==> src/rtl/instruction_fetch_unit.sv <==
// IF stage: owns the fetch PC, a single-outstanding imem request, a one-entry
// response buffer and the IF/ID register. Optional: `define IFU_MISALIGN_CHECK_EN.
module instruction_fetch_unit #(
  parameter logic [31:0] RESET_PC  = 32'h0000_0000,
  parameter logic [31:0] NOP_INSTR = 32'h0000_0013
) (
  input  logic        clk_i,
  input  logic        rst_i,
  input  logic        pc_write_en_i,
  input  logic        if_id_write_en_i,
  input  logic        if_id_flush_i,
  input  logic        redirect_req_i,
  input  logic [31:0] redirect_target_i,
  input  logic        halt_detected_i,
  output logic        imem_req_valid_o,
  output logic [31:0] imem_req_addr_o,
  input  logic        imem_req_ready_i,
  input  logic        imem_rsp_valid_i,
  input  logic [31:0] imem_rsp_data_i,
  output logic        if_id_valid_o,
  output logic [31:0] if_id_pc_o,
  output logic [31:0] if_id_pc_plus4_o,
  output logic [31:0] if_id_instr_o,
  output logic [31:0] pc_o,
  output logic        halted_o,
  output logic        misaligned_o
);

  typedef enum logic [1:0] {
    ST_IDLE   = 2'd0,
    ST_WAIT   = 2'd1,
    ST_DROP   = 2'd2,
    ST_HALTED = 2'd3
  } state_e;

  state_e      state_q, state_d;
  logic [31:0] pc_q, pc_d;
  logic        buf_valid_q, buf_valid_d;
  logic [31:0] buf_data_q, buf_data_d;
  logic        if_id_valid_q, if_id_valid_d;
  logic [31:0] if_id_pc_q, if_id_pc_d;
  logic [31:0] if_id_pc_plus4_q, if_id_pc_plus4_d;
  logic [31:0] if_id_instr_q, if_id_instr_d;

  logic [31:0] pc_plus4;
  logic [31:0] target;
  logic        target_misaligned;
  logic        avail;
  logic [31:0] fetch_data;
  logic        xfer;
  logic        req_valid;
  logic        req_accept;

`ifdef IFU_MISALIGN_CHECK_EN
  logic misaligned_q, misaligned_d;
  assign target            = redirect_target_i;
  assign target_misaligned = (redirect_target_i[1:0] != 2'b00);
  assign misaligned_o      = misaligned_q;
`else
  logic unused_target_bits;
  assign unused_target_bits = ^redirect_target_i[1:0];
  assign target             = {redirect_target_i[31:2], 2'b00};
  assign target_misaligned  = 1'b0;
  assign misaligned_o       = 1'b0;
`endif

  assign pc_plus4   = pc_q + 32'd4;
  assign avail      = ((state_q == ST_WAIT) && imem_rsp_valid_i) || buf_valid_q;
  assign fetch_data = buf_valid_q ? buf_data_q : imem_rsp_data_i;
  assign xfer       = avail && if_id_write_en_i && pc_write_en_i && !if_id_flush_i
                      && !redirect_req_i && !halt_detected_i;
  // A buffered word blocks new requests until IF/ID has taken it.
  assign req_valid  = !rst_i && !redirect_req_i && !halt_detected_i && !buf_valid_q
                      && ((state_q == ST_IDLE) || ((state_q == ST_WAIT) && xfer));
  assign req_accept = req_valid && imem_req_ready_i;

  assign imem_req_valid_o = req_valid;
  assign imem_req_addr_o  = (state_q == ST_WAIT) ? pc_plus4 : pc_q;
  assign if_id_valid_o    = if_id_valid_q;
  assign if_id_pc_o       = if_id_pc_q;
  assign if_id_pc_plus4_o = if_id_pc_plus4_q;
  assign if_id_instr_o    = if_id_instr_q;
  assign pc_o             = pc_q;
  assign halted_o         = (state_q == ST_HALTED);

  // Next-state, PC, buffer and IF/ID update with halt > redirect > flush > normal priority.
  always_comb begin
    state_d          = state_q;
    pc_d             = pc_q;
    buf_valid_d      = buf_valid_q;
    buf_data_d       = buf_data_q;
    if_id_valid_d    = if_id_valid_q;
    if_id_pc_d       = if_id_pc_q;
    if_id_pc_plus4_d = if_id_pc_plus4_q;
    if_id_instr_d    = if_id_instr_q;
`ifdef IFU_MISALIGN_CHECK_EN
    misaligned_d     = misaligned_q;
`endif
    if (state_q == ST_HALTED) begin
      state_d = ST_HALTED;
    end else if (halt_detected_i) begin
      state_d       = ST_HALTED;
      buf_valid_d   = 1'b0;
      if_id_valid_d = 1'b0;
      if_id_instr_d = NOP_INSTR;
    end else if (redirect_req_i && target_misaligned) begin
      state_d       = ST_HALTED;
      pc_d          = target;
      buf_valid_d   = 1'b0;
      if_id_valid_d = 1'b0;
      if_id_instr_d = NOP_INSTR;
`ifdef IFU_MISALIGN_CHECK_EN
      misaligned_d  = 1'b1;
`endif
    end else if (redirect_req_i) begin
      pc_d          = target;
      buf_valid_d   = 1'b0;
      if_id_valid_d = 1'b0;
      if_id_instr_d = NOP_INSTR;
      // An outstanding request must have its response swallowed before refetching.
      case (state_q)
        ST_WAIT, ST_DROP: state_d = imem_rsp_valid_i ? ST_IDLE : ST_DROP;
        default:          state_d = ST_IDLE;
      endcase
    end else if (xfer) begin
      if_id_valid_d    = 1'b1;
      if_id_pc_d       = pc_q;
      if_id_pc_plus4_d = pc_plus4;
      if_id_instr_d    = fetch_data;
      buf_valid_d      = 1'b0;
      pc_d             = pc_plus4;
      state_d          = req_accept ? ST_WAIT : ST_IDLE;
    end else begin
      if (if_id_write_en_i) begin
        if_id_valid_d = 1'b0;
        if_id_instr_d = NOP_INSTR;
      end else begin
        if_id_valid_d = if_id_valid_q;
        if_id_instr_d = if_id_instr_q;
      end
      case (state_q)
        ST_WAIT: begin
          if (imem_rsp_valid_i) begin
            buf_valid_d = 1'b1;
            buf_data_d  = imem_rsp_data_i;
            state_d     = ST_IDLE;
          end else begin
            state_d = ST_WAIT;
          end
        end
        ST_DROP: state_d = imem_rsp_valid_i ? ST_IDLE : ST_DROP;
        ST_IDLE: state_d = req_accept ? ST_WAIT : ST_IDLE;
        default: state_d = state_q;
      endcase
    end
  end

  // State and datapath registers with synchronous reset.
  always_ff @(posedge clk_i) begin
    if (rst_i) begin
      state_q          <= ST_IDLE;
      pc_q             <= RESET_PC;
      buf_valid_q      <= 1'b0;
      buf_data_q       <= 32'd0;
      if_id_valid_q    <= 1'b0;
      if_id_pc_q       <= 32'd0;
      if_id_pc_plus4_q <= 32'd4;
      if_id_instr_q    <= NOP_INSTR;
`ifdef IFU_MISALIGN_CHECK_EN
      misaligned_q     <= 1'b0;
`endif
    end else begin
      state_q          <= state_d;
      pc_q             <= pc_d;
      buf_valid_q      <= buf_valid_d;
      buf_data_q       <= buf_data_d;
      if_id_valid_q    <= if_id_valid_d;
      if_id_pc_q       <= if_id_pc_d;
      if_id_pc_plus4_q <= if_id_pc_plus4_d;
      if_id_instr_q    <= if_id_instr_d;
`ifdef IFU_MISALIGN_CHECK_EN
      misaligned_q     <= misaligned_d;
`endif
    end
  end

endmodule

==> config.mk <==
export PLATFORM = sky130hd
export DESIGN_NAME = instruction_fetch_unit
export DESIGN_NICKNAME = d
export VERILOG_FILES = /design/src/rtl/instruction_fetch_unit.sv
export SDC_FILE = /design/constraint.sdc
export NUM_CORES = 1
export LEC_CHECK = 0
export ABC_AREA = 0
export CAP_MARGIN = 30
export CORE_ASPECT_RATIO = 0.75
export CORE_UTILIZATION = 47
export DETAILED_ROUTE_END_ITERATION = 10
export PLACE_DENSITY = 0.79
export SETUP_SLACK_MARGIN = 0.05
export SYNTH_ARGS = -nofsm -noshare
export SYNTH_HDL_FRONTEND = slang
export SYNTH_SLANG_ARGS = --single-unit
==> constraint.sdc <==
create_clock -name clk_i -period 3.3 [get_ports clk_i]
set_input_delay 0.99 -clock clk_i [delete_from_list [all_inputs] [get_ports clk_i]]
set_output_delay 0.99 -clock clk_i [all_outputs]
set_load 0.005 [all_outputs]
Word-level counts from Yosys, hierarchy flattened

Index checks and enable logic that the tools add are counted.

Eq/ne operators: 3
Bitwise operators: 4
Add/subtract/negate cells: 1
Reduce and logical (&&, ||, !) cells: 31
Muxes and demuxes: 26

Operator list:

| operator                                      | number |
|---|---|
| 2-to-1 mux 32 bit                             | 8 |
| adder 32 x 3 -> 32 bit, second input constant | 1 |
| logical AND 1 bit                             | 12 |
| 2-to-1 mux 2 bit                              | 6 |
| nonzero test 4 bit                            | 3 |
| 2-to-1 mux 1 bit                              | 11 |
| nonzero test 7 bit                            | 1 |
| one-hot mux 2 bit (3 select lines)            | 1 |
| AND reduction 3 bit                           | 2 |
| AND reduction 6 bit                           | 1 |
| zero test 1 bit                               | 5 |
| == test 2 bit, second input constant          | 2 |
| inverter 1 bit                                | 4 |
| AND reduction 4 bit                           | 1 |
| == test 2 x 1 -> 1 bit, second input constant | 1 |
| zero test 2 bit                               | 1 |
| logical OR 1 bit                              | 2 |
| AND reduction 2 bit                           | 1 |
| nonzero test 2 bit                            | 1 |
| OR reduction 2 bit                            | 1 |

Input bits: 73
Word-level logic and storage cells: 73
Output and inout bits: 164
Flip-flop bits (word level): 164

Logic depth before layout (Yosys ltp)

Depth after elaboration: 18
Depth in mapped cells: 9
Gate-level depth less buffers: 7

Least setup slack after synthesis

Ideal clock, no wire load.

Path kind: flip-flop to output port
Start point: reg pc_q[3] (netlist: pc_o[3])
End point: out imem_req_addr_o[22]
Path buffers: 0
Cell stages (with the launch flop): 6
Arrival: 1728 ps
Required time: 2310 ps
Path slack: 582 ps
Cell sequence: dfxtp_1 -> ha_1 -> nand3_1 -> nor4_2 -> nand3_1 -> xnor2_1

Longest elaborated chain between the ends: 2

Ends and longest elaborated chain:

| item                   | RTL line | source |
|---|---|---|
| from (decl)            | 37       | `logic [31:0] pc_q, pc_d;` |
| from (signal assigned) | 174      | `pc_q <= pc_d;` |
| adder 32 x 3 -> 32 bit | 67       | `assign pc_plus4 = pc_q + 32'd4;` |
| 2-to-1 mux 32 bit      | 78       | `assign imem_req_addr_o = (state_q == ST_WAIT) ? pc_plus4 : pc_q;` |
| to (decl)              | 16       | `output logic [31:0] imem_req_addr_o,` |

Every way passes these cells.

Worst setup path in the final report

Start point: reg pc_q[9] (netlist: pc_o[9])
End point: out imem_req_addr_o[10]

The elaborated chain is that of the path after synthesis.

==> impl_metrics.ini <==
[placement]
dpl.hpwl_mm = 16.80
postPlaceCellArea_sq_um = 10460
port_buffers = 225
globalplace.congestion = 0.8507

[grt]
track_usage = 0.2929
grt_overflow = 0
grt_max_degree = 164
grt_pass1_vias = 7290
antenna_found_initial = 0
grt_pass1_wl_mm = 38.62

[floorplanning]
start_util = 0.4811
num_rows = 40
fp.dieW_um = 150.1
die_area_sq_um = 16970
core-area_sq_um = 16070
die_h_um = 113.1
ioPinCount = 237

[yosys]
ys_types = 58
syn-mean-instance-area_sq_um = 7.815
syn_area_sq_um = 7729
seq_area_frac_synth = 0.4093
synthArstFlopShare = 0
synth_edf_count = 0
muxShareOfSynthArea = 0.04873
synth_adder_area_share = 0.009713
synth-xor-area-share = 0.06233
ys_ff_latch = 158
yosysWarnings = 0
synth_top_family_by_area = simple AND/OR/NAND/NOR gates
synth_top_flop_cell = dfxtp_1
synthSimpleGateAreaFrac = 0.2373
syn_inst = 989
synth-compound-area-share = 0.1689

[layout]
final_cell_mix = clkdlybuf4s50_1, nand2_1, dfxtp_1, nor2_1, a21oi_1
area_growth_pct = 47.37
regArea_sq_um = 3188
final_layout_size_suffix_gt1_frac = 0.1427
fin_area_sq_um = 11390
final_common_cell = clkdlybuf4s50_1
nFillCells = 1283
n_antenna_cell = 0
finalNetCount = 1306
multi_input_area_sq_um = 4302

[critical_path]
worstSetupStartpointType = flip-flop
timing.setup.critical_path_class = flip-flop to primary output
max_stage_delay_ps = 530
crit_start = pc_o[9]$_SDFFE_PP0P_
required_ps = 2310
r2r_start = state_q[1]$_SDFFE_PP0P_
crit_slowest_cell = clkdlybuf4s50_1
endpoint_kind = primary output
cp_max_fo = 8
arrival_ps = 2220
path_cells = nand4_4, buf_4, nor2_4, buf_6, nand2_1, xnor2_1, clkdlybuf4s50_1

[drt]
vias = 7875
vias_per_cell = 5.431
drcViolationCount = 0
drt-initial-drc-count = 665
firstDrtPassIters = 5
routedWlPerCell_um = 17.08
drt-total-wl_mm = 24.76
ant_nets = 0

[pwr]
ir_worst_vdd_uv = 334.2
internal-power_uw = 3540
netSwitchingFraction = 0.2339
combinationalPowerShare = 0.110
powerDensity_nw_per_um2 = 405.6
clock_power_share = 0.464
power_leakage_uw = 0.004156
p_switching_uw = 1080
pwr-share-seq = 0.426
total_power_uw = 4620

[timing]
fin_crit_sh = 0.9738
setup_viol = 0
clock_skew_ps = 13.29
max_slew.worst_pin.slew_ps = 722.1
rsz0062_at_grt = yes
final_max_slew_viol_count = 0
max_slew_margin = 0.5186
hold_viol_final = 0
fmax_mhz = 311.2
period_minus_slack_ps = 3213

[clocking]
hold_buffers = 0
cts_tree = built
worstSkewPairLatency_ps = 430
root_buffer = clkbuf_16
cts_num_sinks = 158
numCtsBuffers = 17
h-tree-depth = 4
cts_max_path_buffers = 2
clk_pin_slew_ps = 60

[min_path]
worstHoldStart = buf_data_q[6]$_SDFFE_PP0P_
hold_path.class = flip-flop to flip-flop

[outcome]
status = finished, final reports clean

[flow_run]
drv_cap = 0
## through the flow
step                      hold WS [ps]  instances    util  setup slack (ps)  setup TNS (ps)
final                            451.8       1450  0.7090             86.57               0
after global routing             466.7       1450  0.7090            -6.962          -6.962
after CTS                        454.8       1447  0.7023             55.27               0
after detailed placement         446.2       1404  0.6510            -156.7          -156.7
after global placement           438.5       1403  0.6493            -167.2          -167.2
after floorplan                  432.9        997       -             582.1               0
## power by group through the flow
| stage | Clock, uW | Combinational (uW) | Sequential [uW] |
|---|---|---|---|
| after global placement | 0 | 492 | 2010 |
| after global routing | 2260 | 549 | 1970 |
| final | 2150 | 509 | 1970 |
| after floorplan | 0 | 248 | 2000 |
| after CTS | 2180 | 502 | 1960 |
| after detailed placement | 0 | 502 | 2010 |
## kinds of logic after synthesis
logic type / after synthesis
simple gates: 403
compound gates: 218
flops: 158
buf+inv: 111
xor+xnor: 55
mux: 37
fa+ha+maj: 6
other cells: 1
## area by class of cell
class / count / area share
timing repair buffer: 312 / 0.2608
clock buffer: 22 / 0.03900
tap: 210 / 0.02307
multi-input combinational: 728 / 0.3777
inverter: 10 / 0.003296
clock inverter: 10 / 0.01626
sequential: 158 / 0.2799
## worst max-delay path: cells and delay by family, from the launching register on
kind / cells / cell delay, ps
buffers and inverters: 3 / 920
DFF: 1 / 380
and+or+nand+nor: 3 / 350
xor gates and xnor gates: 1 / 150
## synthesized netlist by cell type (3+ instances only)
master    count  area [sq um]
nand3_1      30         150.1
buf_1        13         48.80
nor2_1      126         473.0
and3_1       12         75.07
clkbuf_1     56         210.2
ha_1          6         75.07
xnor2_1      39         341.6
buf_2        18         90.09
mux2_2        5         56.30
nand2_1     172         645.6
inv_1         9         33.78
or3_1         7         43.79
a211oi_1     27         202.7
nand4_1       9         56.30
o21ai_0      19         95.09
xor2_1       16         140.1
a21oi_1     115         575.6
mux2i_1      32         320.3
or4_1         3         22.52
a22o_1        5         43.79
nand2b_1      7         43.79
a31oi_1      11         68.82
o21a_1        3         22.52
dfxtp_1     158          3163
o22ai_1       6         37.54
a311oi_1      3         26.28
and4_1        4         35.03
buf_4        13         97.59
nor3_1        9         45.04
o31ai_1       3         22.52
a22oi_1      13         97.59
nand3b_1      4         30.03
## sequential cells by signal (all words and copies together) (netlist names)
name,cells
buf_data_q,32
buf_valid_q,1
if_id_instr_o,32
if_id_pc_o,30
if_id_pc_plus4_o,30
if_id_valid_o,1
pc_o,30
state_q,2
## per-layer routing
layer	GRT usage	vias up	wire, um
li1	-	3838	-
met1	0.4065	3672	11310
met2	0.4367	324	10750
met3	0.08024	41	2128
met4	0.09832	0	570
met5	0	-	0
## worst paths after layout
kind	endpoint	slack, ps	cells after the start
setup / recovery	imem_req_addr_o[10]	90	7
hold / removal	buf_data_q[6]$_SDFFE_PP0P_	450	2
setup reg to reg	if_id_instr_o[10]$_SDFFE_PP0P_	740	10
hold reg to reg	buf_data_q[6]$_SDFFE_PP0P_	450	2
## what timing repair did
action | CTS | global route
pin swaps | 14 | 9
buffers inserted | 11 | 3
endpoints found under the setup margin | 23 | 19
resized for setup | 58 | 30
No activity file was read; power rests on OpenSTA's default activity.
